<file path="src/rtl/snake_engine.sv">
// Snake game-state engine: circular body buffer, sequential self-collision scan
// between steps, optional edge wrap, win/restart handling and a body read port.
module snake_engine #(
  parameter int GRID_W   = 40,
  parameter int GRID_H   = 30,
  parameter int XW       = 6,
  parameter int YW       = 6,
  parameter int MAX_LEN  = 64,
  parameter int LW       = 6,
  parameter int INIT_LEN = 4,
  parameter int INIT_X   = 10,
  parameter int INIT_Y   = 15,
  parameter int WRAP     = 0
) (
  input  logic          clk_25M,
  input  logic          rst_n,
  input  logic          step_i,
  input  logic          restart_i,
  input  logic [2:0]    key_stroke_i,
  input  logic [XW-1:0] cand_x_i,
  input  logic [YW-1:0] cand_y_i,
  input  logic [LW-1:0] rd_idx_i,
  output logic [XW-1:0] rd_x_o,
  output logic [YW-1:0] rd_y_o,
  output logic [XW-1:0] head_x_o,
  output logic [YW-1:0] head_y_o,
  output logic [XW-1:0] tail_x_o,
  output logic [YW-1:0] tail_y_o,
  output logic [XW-1:0] apple_x_o,
  output logic [YW-1:0] apple_y_o,
  output logic [LW:0]   length_o,
  output logic [10:0]   score_o,
  output logic [1:0]    game_state_o,
  output logic          busy_o
);

  localparam int CW  = XW + YW;
  localparam int LW1 = LW + 1;

  localparam logic [1:0] D_UP = 2'd0, D_DOWN = 2'd1, D_LEFT = 2'd2, D_RIGHT = 2'd3;
  localparam logic [1:0] GS_RUN = 2'd0, GS_PAUSE = 2'd1, GS_OVER = 2'd2, GS_WIN = 2'd3;

  localparam logic [XW-1:0] X_MAX     = XW'(GRID_W - 1);
  localparam logic [YW-1:0] Y_MAX     = YW'(GRID_H - 1);
  localparam logic [XW-1:0] X_HEAD0   = XW'(INIT_X);
  localparam logic [XW-1:0] X_TAIL0   = XW'(INIT_X - INIT_LEN + 1);
  localparam logic [YW-1:0] Y_HEAD0   = YW'(INIT_Y);
  localparam logic [LW-1:0] PTR_HEAD0 = LW'(INIT_LEN - 1);
  localparam logic [LW:0]   LEN0      = LW1'(INIT_LEN);
  localparam logic [LW:0]   LEN_MAX   = LW1'(MAX_LEN);

  typedef enum logic [2:0] {S_INIT, S_IDLE, S_SCAN, S_COMMIT, S_HALT} state_t;

  state_t        state_q;
  logic [LW-1:0] wr_ptr_q, head_ptr_q, tail_ptr_q, scan_ptr_q;
  logic [LW:0]   scan_cnt_q, length_q;
  logic [XW-1:0] head_x_q, tail_x_q, apple_x_q, nxt_x_q, rd_x_q;
  logic [YW-1:0] head_y_q, tail_y_q, apple_y_q, nxt_y_q, rd_y_q;
  logic [10:0]   score_q;
  logic [1:0]    gs_q, dir_q, pend_dir_q, move_dir_q;
  logic          pause_req_q, eat_q, busy_q;

  logic [CW-1:0] body_mem [MAX_LEN];
  logic          mem_we;
  logic [LW-1:0] mem_waddr;
  logic [CW-1:0] mem_wdata;

  logic [LW-1:0] head_ptr_inc, tail_ptr_inc;
  logic [CW-1:0] scan_cell, tail_cell;
  logic [XW-1:0] nxt_x_d;
  logic [YW-1:0] nxt_y_d;
  logic          edge_hit, key_ok, key_pause, scan_hit, scan_last;
  logic [1:0]    rev_dir;

  assign head_ptr_inc = head_ptr_q + LW'(1);
  assign tail_ptr_inc = tail_ptr_q + LW'(1);
  assign scan_cell    = body_mem[scan_ptr_q];
  assign tail_cell    = body_mem[tail_ptr_inc];

  assign rev_dir   = {dir_q[1], ~dir_q[0]};
  assign key_ok    = !key_stroke_i[2] && (key_stroke_i[1:0] != rev_dir);
  assign key_pause = (key_stroke_i == 3'd4);

  // The tail cell vacates on a non-eating move, so the first scanned entry is exempt.
  assign scan_hit  = ({nxt_x_q, nxt_y_q} == scan_cell) && !((scan_cnt_q == '0) && !eat_q);
  assign scan_last = (scan_cnt_q == length_q - LW1'(1));

  always_comb begin
    nxt_x_d  = head_x_q;
    nxt_y_d  = head_y_q;
    edge_hit = 1'b0;
    case (pend_dir_q)
      D_UP:
        if (head_y_q == '0) begin
          if (WRAP != 0) nxt_y_d = Y_MAX;
          else           edge_hit = 1'b1;
        end else nxt_y_d = head_y_q - YW'(1);
      D_DOWN:
        if (head_y_q == Y_MAX) begin
          if (WRAP != 0) nxt_y_d = '0;
          else           edge_hit = 1'b1;
        end else nxt_y_d = head_y_q + YW'(1);
      D_LEFT:
        if (head_x_q == '0) begin
          if (WRAP != 0) nxt_x_d = X_MAX;
          else           edge_hit = 1'b1;
        end else nxt_x_d = head_x_q - XW'(1);
      default:
        if (head_x_q == X_MAX) begin
          if (WRAP != 0) nxt_x_d = '0;
          else           edge_hit = 1'b1;
        end else nxt_x_d = head_x_q + XW'(1);
    endcase
  end

  always_comb begin
    mem_we    = 1'b0;
    mem_waddr = wr_ptr_q;
    mem_wdata = {X_TAIL0 + XW'(wr_ptr_q), Y_HEAD0};
    if (!restart_i) begin
      if (state_q == S_INIT) begin
        mem_we = 1'b1;
      end else if (state_q == S_COMMIT) begin
        mem_we    = 1'b1;
        mem_waddr = head_ptr_inc;
        mem_wdata = {nxt_x_q, nxt_y_q};
      end
    end
  end

  always_ff @(posedge clk_25M) begin
    if (mem_we) body_mem[mem_waddr] <= mem_wdata;
  end

  always_ff @(posedge clk_25M or negedge rst_n) begin
    if (!rst_n) begin
      state_q <= S_INIT;  wr_ptr_q <= '0;  head_ptr_q <= PTR_HEAD0;  tail_ptr_q <= '0;
      scan_ptr_q <= '0;  scan_cnt_q <= '0;  length_q <= LEN0;  score_q <= '0;
      head_x_q <= X_HEAD0;  head_y_q <= Y_HEAD0;  tail_x_q <= X_TAIL0;  tail_y_q <= Y_HEAD0;
      apple_x_q <= '0;  apple_y_q <= '0;  nxt_x_q <= '0;  nxt_y_q <= '0;
      gs_q <= GS_PAUSE;  dir_q <= D_RIGHT;  pend_dir_q <= D_RIGHT;  move_dir_q <= D_RIGHT;
      pause_req_q <= 1'b0;  eat_q <= 1'b0;  busy_q <= 1'b1;
    end else if (restart_i) begin
      state_q <= S_INIT;  wr_ptr_q <= '0;  head_ptr_q <= PTR_HEAD0;  tail_ptr_q <= '0;
      scan_ptr_q <= '0;  scan_cnt_q <= '0;  length_q <= LEN0;  score_q <= '0;
      head_x_q <= X_HEAD0;  head_y_q <= Y_HEAD0;  tail_x_q <= X_TAIL0;  tail_y_q <= Y_HEAD0;
      apple_x_q <= '0;  apple_y_q <= '0;  nxt_x_q <= '0;  nxt_y_q <= '0;
      gs_q <= GS_PAUSE;  dir_q <= D_RIGHT;  pend_dir_q <= D_RIGHT;  move_dir_q <= D_RIGHT;
      pause_req_q <= 1'b0;  eat_q <= 1'b0;  busy_q <= 1'b1;
    end else begin
      if (gs_q == GS_RUN || gs_q == GS_PAUSE) begin
        if (key_ok) begin
          pend_dir_q <= key_stroke_i[1:0];
          if (gs_q == GS_PAUSE) gs_q <= GS_RUN;
        end else if (key_pause && gs_q == GS_RUN) begin
          pause_req_q <= 1'b1;
        end
      end

      case (state_q)
        S_INIT: begin
          wr_ptr_q <= wr_ptr_q + LW'(1);
          if (wr_ptr_q == PTR_HEAD0) begin
            apple_x_q <= cand_x_i;
            apple_y_q <= cand_y_i;
            busy_q    <= 1'b0;
            state_q   <= S_IDLE;
          end
        end
        S_IDLE: begin
          if (step_i && gs_q == GS_RUN) begin
            if (pause_req_q) begin
              gs_q        <= GS_PAUSE;
              pause_req_q <= 1'b0;
            end else if (edge_hit) begin
              gs_q    <= GS_OVER;
              state_q <= S_HALT;
            end else begin
              nxt_x_q    <= nxt_x_d;
              nxt_y_q    <= nxt_y_d;
              eat_q      <= ({nxt_x_d, nxt_y_d} == {apple_x_q, apple_y_q});
              move_dir_q <= pend_dir_q;
              scan_ptr_q <= tail_ptr_q;
              scan_cnt_q <= '0;
              busy_q     <= 1'b1;
              state_q    <= S_SCAN;
            end
          end
        end
        S_SCAN: begin
          scan_ptr_q <= scan_ptr_q + LW'(1);
          scan_cnt_q <= scan_cnt_q + LW1'(1);
          if (scan_hit) begin
            gs_q    <= GS_OVER;
            busy_q  <= 1'b0;
            state_q <= S_HALT;
          end else if (scan_last) begin
            state_q <= S_COMMIT;
          end
        end
        S_COMMIT: begin
          head_ptr_q <= head_ptr_inc;
          head_x_q   <= nxt_x_q;
          head_y_q   <= nxt_y_q;
          dir_q      <= move_dir_q;
          busy_q     <= 1'b0;
          if (eat_q) begin
            if (score_q != '1) score_q <= score_q + 11'd1;
            length_q  <= length_q + LW1'(1);
            apple_x_q <= cand_x_i;
            apple_y_q <= cand_y_i;
          end else begin
            tail_ptr_q           <= tail_ptr_inc;
            {tail_x_q, tail_y_q} <= tail_cell;
          end
          if (eat_q && (length_q + LW1'(1) == LEN_MAX)) begin
            gs_q    <= GS_WIN;
            state_q <= S_HALT;
          end else begin
            state_q <= S_IDLE;
          end
        end
        default: ;
      endcase
    end
  end

  always_ff @(posedge clk_25M or negedge rst_n) begin
    if (!rst_n) begin
      rd_x_q <= '0;
      rd_y_q <= '0;
    end else if (restart_i) begin
      rd_x_q <= '0;
      rd_y_q <= '0;
    end else begin
      {rd_x_q, rd_y_q} <= body_mem[head_ptr_q - rd_idx_i];
    end
  end

  assign rd_x_o       = rd_x_q;
  assign rd_y_o       = rd_y_q;
  assign head_x_o     = head_x_q;
  assign head_y_o     = head_y_q;
  assign tail_x_o     = tail_x_q;
  assign tail_y_o     = tail_y_q;
  assign apple_x_o    = apple_x_q;
  assign apple_y_o    = apple_y_q;
  assign length_o     = length_q;
  assign score_o      = score_q;
  assign game_state_o = gs_q;
  assign busy_o       = busy_q;

endmodule

</file>
<file path="config.mk">
export PLATFORM = sky130hd
export DESIGN_NAME = snake_engine
export DESIGN_NICKNAME = d
export VERILOG_FILES = /design/src/rtl/snake_engine.sv
export SDC_FILE = /design/constraint.sdc
export NUM_CORES = 2
export LEC_CHECK = 0
export CAP_MARGIN = 10
export CORE_UTILIZATION = 30
export CTS_CLUSTER_DIAMETER = 80
export DETAILED_ROUTE_END_ITERATION = 16
export HOLD_SLACK_MARGIN = 0.02
export SLEW_MARGIN = 20
export SYNTH_ARGS = -nofsm -noshare
export SYNTH_HDL_FRONTEND = slang
export SYNTH_SLANG_ARGS = --single-unit
</file>
<file path="constraint.sdc">
create_clock -name clk_25M -period 11.85 [get_ports clk_25M]
set_clock_uncertainty 0.05 [all_clocks]
set_input_delay 1.185 -clock clk_25M [delete_from_list [all_inputs] [get_ports clk_25M]]
set_output_delay 1.185 -clock clk_25M [all_outputs]
set_load 0.01 [all_outputs]
</file>
Yosys cells after proc, flatten, opt, wreduce, memory -nomap -nowiden
Memory sizes are Yosys's and may differ from the RTL's.
Cells that the tools add are included.
- register bits after elaboration: 123
- bits in latches: 0
- memory bits (writable): 768
- bits in read-only memories: 0
- input port bits: 25
- output and inout port bits: 69
- memories: 1
- memory list (memory ; depth ; bits a word ; rd ports ; clocked after memory_dff ; write ports ; line ; text):
    body_mem ; 64 ; 12 ; 3 ; 0 ; 1 ; 63 ; logic [CW-1:0] body_mem [MAX_LEN];
- $add $sub $neg: 14
- multiply operators: 0
- div/mod/pow operators: 0
- order comparisons: 0
- equality and inequality tests: 26
- shift operators: 0
- multiplexer cells: 124
- bitwise logic cells: 1
- reductions and logical operators: 37
- operator list (cell ; number):
    $mux 6 ; 46
    $pmux 6 s2 ; 5
    $mux 7 ; 7
    $mux 11 ; 4
    $mux 2 ; 19
    $add 6x1->6 const B ; 6
    $mux 12 ; 3
    $mux 1 ; 27
    $eq 12x12->1 ; 2
    $mux 3 ; 8
    $reduce_bool 2->1 ; 8
    $ne 3x3->1 const B ; 5
    $add 7x1->7 const B ; 2
    $pmux 7 s2 ; 1
    $logic_not 6->1 ; 2
    $pmux 3 s4 ; 1
    $sub 6x1->6 const B ; 2
    $add 11x1->11 const B ; 1
    $ne 11x11->1 const B ; 1
    $reduce_and 4->1 ; 2
    $eq 7x7->1 ; 1
    $eq 7x7->1 const B ; 1
    $logic_not 7->1 ; 1
    $sub 7x1->7 const B ; 1
    other kinds (30) ; 46

Longest topological paths before layout
- depth after elaboration: 10
- mapped depth: 15
- depth with buffers taken out: 12

Worst setup path before layout
No wires, ideal clock.
- kind: input -> register
- from: input port restart_i
- to: memory body_mem[0][9] in the netlist's numbering, data pin
- setup time: 0.702 ns
- arrival time: 4.270 ns
- setup slack: 6.829 ns
- cell stages on the path: 4
- buffers on the path: 2
- cells stage by stage: nor2_1 clkbuf_1 clkbuf_1 o21ai_0
- longest elaborated chain between the ends: 1
- RTL lines (item ; line ; text):
    start, declared ; 18 ; input logic restart_i,
    $mux 12 ; 120 ; if (!restart_i) begin
    named net mem_wdata[9] ; 66 ; logic [CW-1:0] mem_wdata;
    end, declared ; 63 ;
The timed path passes the listed nets, and every way through them passes these cells.

Final worst setup path
- from: input port rd_idx_i[0]
- to: register rd_x_q[0] (netlist: rd_x_o[0])
- longest elaborated chain between the ends: 3
- RTL lines (item ; line ; text):
    start, declared ; 22 ; input logic [LW-1:0] rd_idx_i,
    $sub 6x6->6 ; 236 ; {rd_x_q, rd_y_q} <= body_mem[head_ptr_q - rd_idx_i];
    $mem_v2 64x12 ; - ;
    $mux 6 ; 232 ; end else if (restart_i) begin
    end signal, assigned ; 236 ;
    end, declared ; 57 ; logic [XW-1:0] head_x_q, tail_x_q, apple_x_q, nxt_x_q, rd_x_q;
No other way between the ends.
A chain may end at the register's enable or synchronous reset.

==> impl_metrics.toml <==
[run_status]
status = "finished, final reports clean"

[setup_path]
startpoint_type = "input port"
arrival_ns = 6.63
cp.buffers_inverters = 4
path_class = "in2reg"
cp_max_fo = 42
cp_cell_sequence = "clkdlybuf4s50_1 -> ha_4 -> inv_1 -> fa_4 -> buf_4 -> buf_4 -> mux4_2 -> mux4_2 -> mux2i_1 -> a211oi_1"
crit_slowest_cell = "fa_4"
cp_top_family = "buffers and inverters"
required_ns = 12.34
cp-end-kind = "register"
critical-path-max-stage-delay_ns = 1.38

[logic_synthesis]
yosys-top-cells-count = "edfxtp_1 (768), mux4_2 (646), nor2_1 (184)"
synth_top_family_by_area = "multiplexers"
synth-edff-count = 768
yosys_warnings = 0
synthFlopType = "edfxtp_1"
netlist_instances = 2875
synthSimpleGateAreaFrac = 0.0502
synth.avg_cell_area_sq_um = 17.0
ys_seq_area_frac = 0.535
ys_ff_latch = 891
synthAdderAreaFrac = 0.00604
yosysMostFrequentCell = "edfxtp_1"
syn_nets = 2923
synth.area.mux_share = 0.321
synth_cell_types = 77
synth_top_area_cell = "edfxtp_1"
async_flop_share = 0.138
synthXorXnorAreaFrac = 0.0133
netlist_area_sq_um = 48900
netlist_top_cells_area = "edfxtp_1 (47%), mux4_2 (30%), dfrtp_1 (5.1%)"
yosysTopAreaCellShare = 0.472
synth_compound_area_frac = 0.0495

[global_routing]
grtUsageTotal = 0.201
grt_pass1_wl_um = 235000
antenna_found_initial = 8
grt_max_degree = 91
overflow = 0
grt_pass1_vias = 30400

[timing]
rsz0062_at_grt = "false"
fin_crit_sh = 0.518
max_freq_ghz = 0.163
setup_violations = 0
tns_ns = 0
hold_viol_final = 0
slew_headroom = 0.185
period_needed_ns = 6.14
slew_violations = 0
worst_pin_slew_ns = 1.22

[placement]
gp_congestion = 0.920
portBuffers = 93
hpwl_um = 102000
placed_cells = 5018

[floorplan]
start_util = 0.303
die_x_um = 406
die_y_um = 406
rows = 147
core_sq_um = 161000
fp.dieArea_sq_um = 165000
pin_count = 94

[detailed_routing]
drc_errors = 0
detail_route.iter0.violations = 4599
viasPerCell = 6.06
wl_per_cell_um = 32.1
num_vias = 31500
first_pass_iters = 6
detail-route-antenna-nets = 0
wl_um = 167000

[clock_tree]
htreeDepth = 3
holdBufCountCts = 0
clock_path_buffers = 3
path_clk_slew_ns = 0.06
cts_tree = "done"
post-cts-setup-buffer-count = 0
clkSinkCount = 891
cts.repair.resized = 0
clock_latency_ns = 0.72
cts_buffers = 97
cts_root_buf = "clkbuf_16"

[power_and_ir_drop]
internal-power_w = 0.00559
p_leak_nw = 17.5
p_sw_w = 0.00188
power_density_nw_per_um2 = 134
swShare = 0.252
vdd_drop_max_mv = 0.0893
power.share.clock = 0.411
power_frac_seq = 0.478
combPwrFrac = 0.112

[cells_and_area]
drive_gt1_frac = 0.336
fin_nets = 3005
nFillCells = 15300
area_growth_pct = 14.3
num_antenna_cells = 0
final_cells = 5195

[run]
maxCapViolCount = 0

[worst_hold_path]
worstHoldPathType = "reg2reg"
==> path summary, 6_finish.rpt <==
| check | start | cells past startpoint | to | slack, ns |
|---|---|---|---|---|
| max | rd_idx_i[0] | 10 | rd_x_o[0] | 5.71 |
| min | move_dir_q[1] | 2 | dir_q[1] | 0.44 |
| max reg2reg | scan_ptr_q[1] | 12 | state_q[0] | 6.09 |
| min reg2reg | move_dir_q[1] | 2 | dir_q[1] | 0.44 |
| max in group asynchronous | rst_n | 2 | tail_ptr_q[0] | 9.90 |
| min in group asynchronous | rst_n | 1 | apple_y_o[2] | 0.46 |
==> power by group through the flow <==
stage	Clock (W)	Sequential, W	Combinational (W)
floorplan	0	0.00362	0.000516
global placement	0	0.00363	0.000818
detailed placement	0	0.00363	0.000823
CTS	0.00311	0.00357	0.000824
global route	0.00323	0.00357	0.000871
finish	0.00307	0.00357	0.000834
==> routing by layer <==
layer  GRT usage  vias up  part of all wire
met5           0        -           0.00016
met4      0.0660        4             0.038
met3      0.0754      343              0.14
met2       0.298     2184              0.44
met1       0.271    16700              0.38
li1            -    12300                 -
==> area by class of cell <==
cell class                 count  area [sq um]  share of cell area
sequential                   891         26200               0.469
clock inverter                59           592              0.0106
inverter                      31           116             0.00208
timing repair buffer         220          1930              0.0346
multi-input combinational   1716         21700               0.389
clock buffer                 118          2610              0.0467
tap                         2160          2700              0.0484
==> worst register-to-register path, cell delays in order, from the launching register on <==
cell       delay [ns]
dfrtp_4          0.79
buf_4            0.71
buf_12           0.57
mux4_2           0.58
a22o_1           0.25
a221oi_1         0.44
o22ai_1          0.38
nor3_1           0.72
xnor2_1          0.21
a2111oi_4        0.37
a21oi_1          0.14
a211o_1          0.31
o311a_1          0.13
==> stage by stage <==
| stage | setup slack (ns) | utilization | area [sq um] | hold WS [ns] | total power [W] |
|---|---|---|---|---|---|
| after global routing | 5.42 | 0.347 | 55900 | 0.451 | 0.00767 |
| final | 5.71 | 0.347 | 55900 | 0.440 | 0.00748 |
| after detailed placement | 4.83 | 0.327 | 52700 | 0.430 | 0.00446 |
| after CTS | 5.58 | 0.347 | 55900 | 0.439 | 0.00750 |
| after global placement | 4.84 | 0.327 | 52700 | 0.425 | 0.00445 |
| after floorplan | 6.83 | - | 48900 | 0.419 | 0.00414 |
==> logic make-up (layout without fill, tap and decap cells) <==
kind of cell,Yosys count,in the layout
compound gates,351,351
xor+xnor,74,74
fa+ha+maj,23,23
buf+inv,268,428
flops,891,891
mux,740,740
simple gates,528,528
==> flip-flops by register name (all words and copies together), names as in the netlist, 7 cells and up <==
| register | flops |
|---|---|
| body_mem | 768 |
| length_o | 7 |
| scan_cnt_q | 7 |
| score_o | 11 |
==> placed cells by master, fill, tap and decap left out, types with 11 or more instances in the layout <==
cell,instances
nor3_1,19
nor2b_1,20
clkbuf_1,14
or3_1,14
a31oi_1,20
mux4_1,12
and3_1,17
mux4_2,646
a21oi_1,77
mux2_2,20
xor2_1,34
edfxtp_1,768
dfrtp_1,95
and2_1,14
inv_1,30
a221oi_1,13
clkinv_2,20
xnor2_1,32
mux2i_1,62
nand3b_1,11
a22oi_1,49
ha_1,20
o21ai_0,45
nand4_1,11
clkdlybuf4s50_1,91
buf_4,124
nand2_1,161
a211oi_1,44
clkbuf_16,100
dfstp_2,24
nor2_1,182
clkinv_1,12
nand3_1,29
Note: power is estimated with default switching activity, not from simulation.
==> edit, RTL diff (config.mk and constraints unchanged) <==
Reset style: synchronous (`rst_n`), changed in 2 clocked blocks.
--- a/src/rtl/snake_engine.sv
+++ b/src/rtl/snake_engine.sv
@@ -134,3 +134,3 @@
 
-  always_ff @(posedge clk_25M or negedge rst_n) begin
+  always_ff @(posedge clk_25M) begin
     if (!rst_n) begin
@@ -227,3 +227,3 @@
 
-  always_ff @(posedge clk_25M or negedge rst_n) begin
+  always_ff @(posedge clk_25M) begin
     if (!rst_n) begin
Check against the original RTL: not settled (the Yosys comparison gave no result); the edit may change what the design does.
==> edit against the unedited design <==
Routed wire length shrank 1.5%; die area fell by 0.62%; setup slack gained 0.32 ns; sequential share of layout area down 0.77 points; area after synthesis fell by 0.62%; via count is 0.42% lower; sequential cell count grew 6; final area fell by 0.34%; highest routed layer unchanged.
Power is not compared: it rests on default switching activity, and its combinational part moved more than twofold at a synthesized area within 25%.
==> edit: results (changes against the unedited design) <==
multi-input logic area 22200 um^2 (+1.9%); Worst Max-Slew Pin Slew 1.24 ns (+0.0174 ns); GRT Resource Usage Total 0.199 (-0.00196); drt first pass iters 5 (-1); crit path max fanout 45 (+7.1%); Crit path largest cell delay 1.30 ns (-0.08 ns); layout cells sized above 1 0.332 (-0.00406); GPL Wtd Cong 0.909 (-1.2%); drt wl/cell 31.4 um (-1.9%); Post-DP Area 52400 um^2 (-0.52%); PostCTS Resize Cnt 0 (unchanged); ranking of synthesized cells by area edfxtp_1 47%, mux4_2 31%, dfxtp_1 5.3%; htree depth 3 (unchanged); hpwl dp 104 mm (+2.3%); setup bufs post-CTS 0 (unchanged); initial antenna violation count 7 (-1); asr flop ratio synth 0 (-0.138); Worst Hold Class register to register; pin count of the biggest net entering global routing 95 (+4.4%); via/cell ratio 6.01 (-0.84%); vias in the first global route 30341 (-0.25%); Antenna Cells 0 (unchanged); Iter 0 DRT Violations 4490 (-2.4%); post-synthesis sequential area ratio 0.528 (-0.00745); worst vdd ir 0.000106 V; status finished, final reports clean; Synth top cells by count 768 x edfxtp_1, 667 x mux4_2, 181 x nor2_1; Fillers 15030 (-1.6%); first-pass GRT wire length 233 mm (-1.1%); Nets 3020 (+0.50%); Distinct cells, synth 70 (-9.1%); critical path arrival 6.32 ns (-0.31 ns); ys flop type edfxtp_1
[edit: logic make-up after synthesis]
logic type               after synthesis  share of synthesized area
adder cells (fa/ha/maj)               23                    0.00608
buffers and inverters                265                     0.0238
AND/OR/NAND/NOR                      592                     0.0582
XOR/XNOR                              73                     0.0132
multiplexers                         762                      0.330
flip-flops                           897                      0.528
AO/OA/AOI/OAI                        297                     0.0407
[edit: worst paths after layout]
path / start / end / slack (ns) / cells past startpoint
min: tail_y_o[4] / tail_y_o[4] / 0.41 / 2
min reg2reg: tail_y_o[4] / tail_y_o[4] / 0.41 / 2
max: rd_idx_i[0] / rd_y_o[1] / 6.03 / 10
max reg2reg: register / busy_o / 6.38 / 11
[edit: through the flow]
stage / setup slack (ns) / std cells
after global routing: 5.71 / 5217
after detailed placement: 5.17 / 5033
final: 6.03 / 5217
after floorplan: 6.75 / 2909
after CTS: 5.95 / 5217
after global placement: 5.18 / 5032
[edit: cell type report]
class | count | area share
multi-input cells | 1747 | 0.398
clock buffers | 126 | 0.0468
repair buffers | 201 | 0.0323
well taps | 2160 | 0.0485
flip-flops and latches | 897 | 0.461
clock inverters | 58 | 0.0117
inverters | 28 | 0.00189
[edit: layer usage]
metal	wire length, um	GRT usage	vias to the layer above	part of all wire
met3	19100	0.0543	319	0.12
li1	-	-	12410	-
met1	63600	0.272	16604	0.39
met5	37	0	-	0.00023
met4	6980	0.0754	6	0.043
met2	74300	0.302	2028	0.45
[edit: tightest hold or removal path: stages (launching register included)]
cell and delay [ns]:
dfxtp_1 0.31, nand2_1 0.05, a21oi_1 0.05
[edit: power breakdown]
part	leakage, nW	switching [mW]	internal [mW]
Combinational	7.06	0.178	0.128
Clock	1.58	1.33	1.80
Sequential	8.19	0.0109	3.41
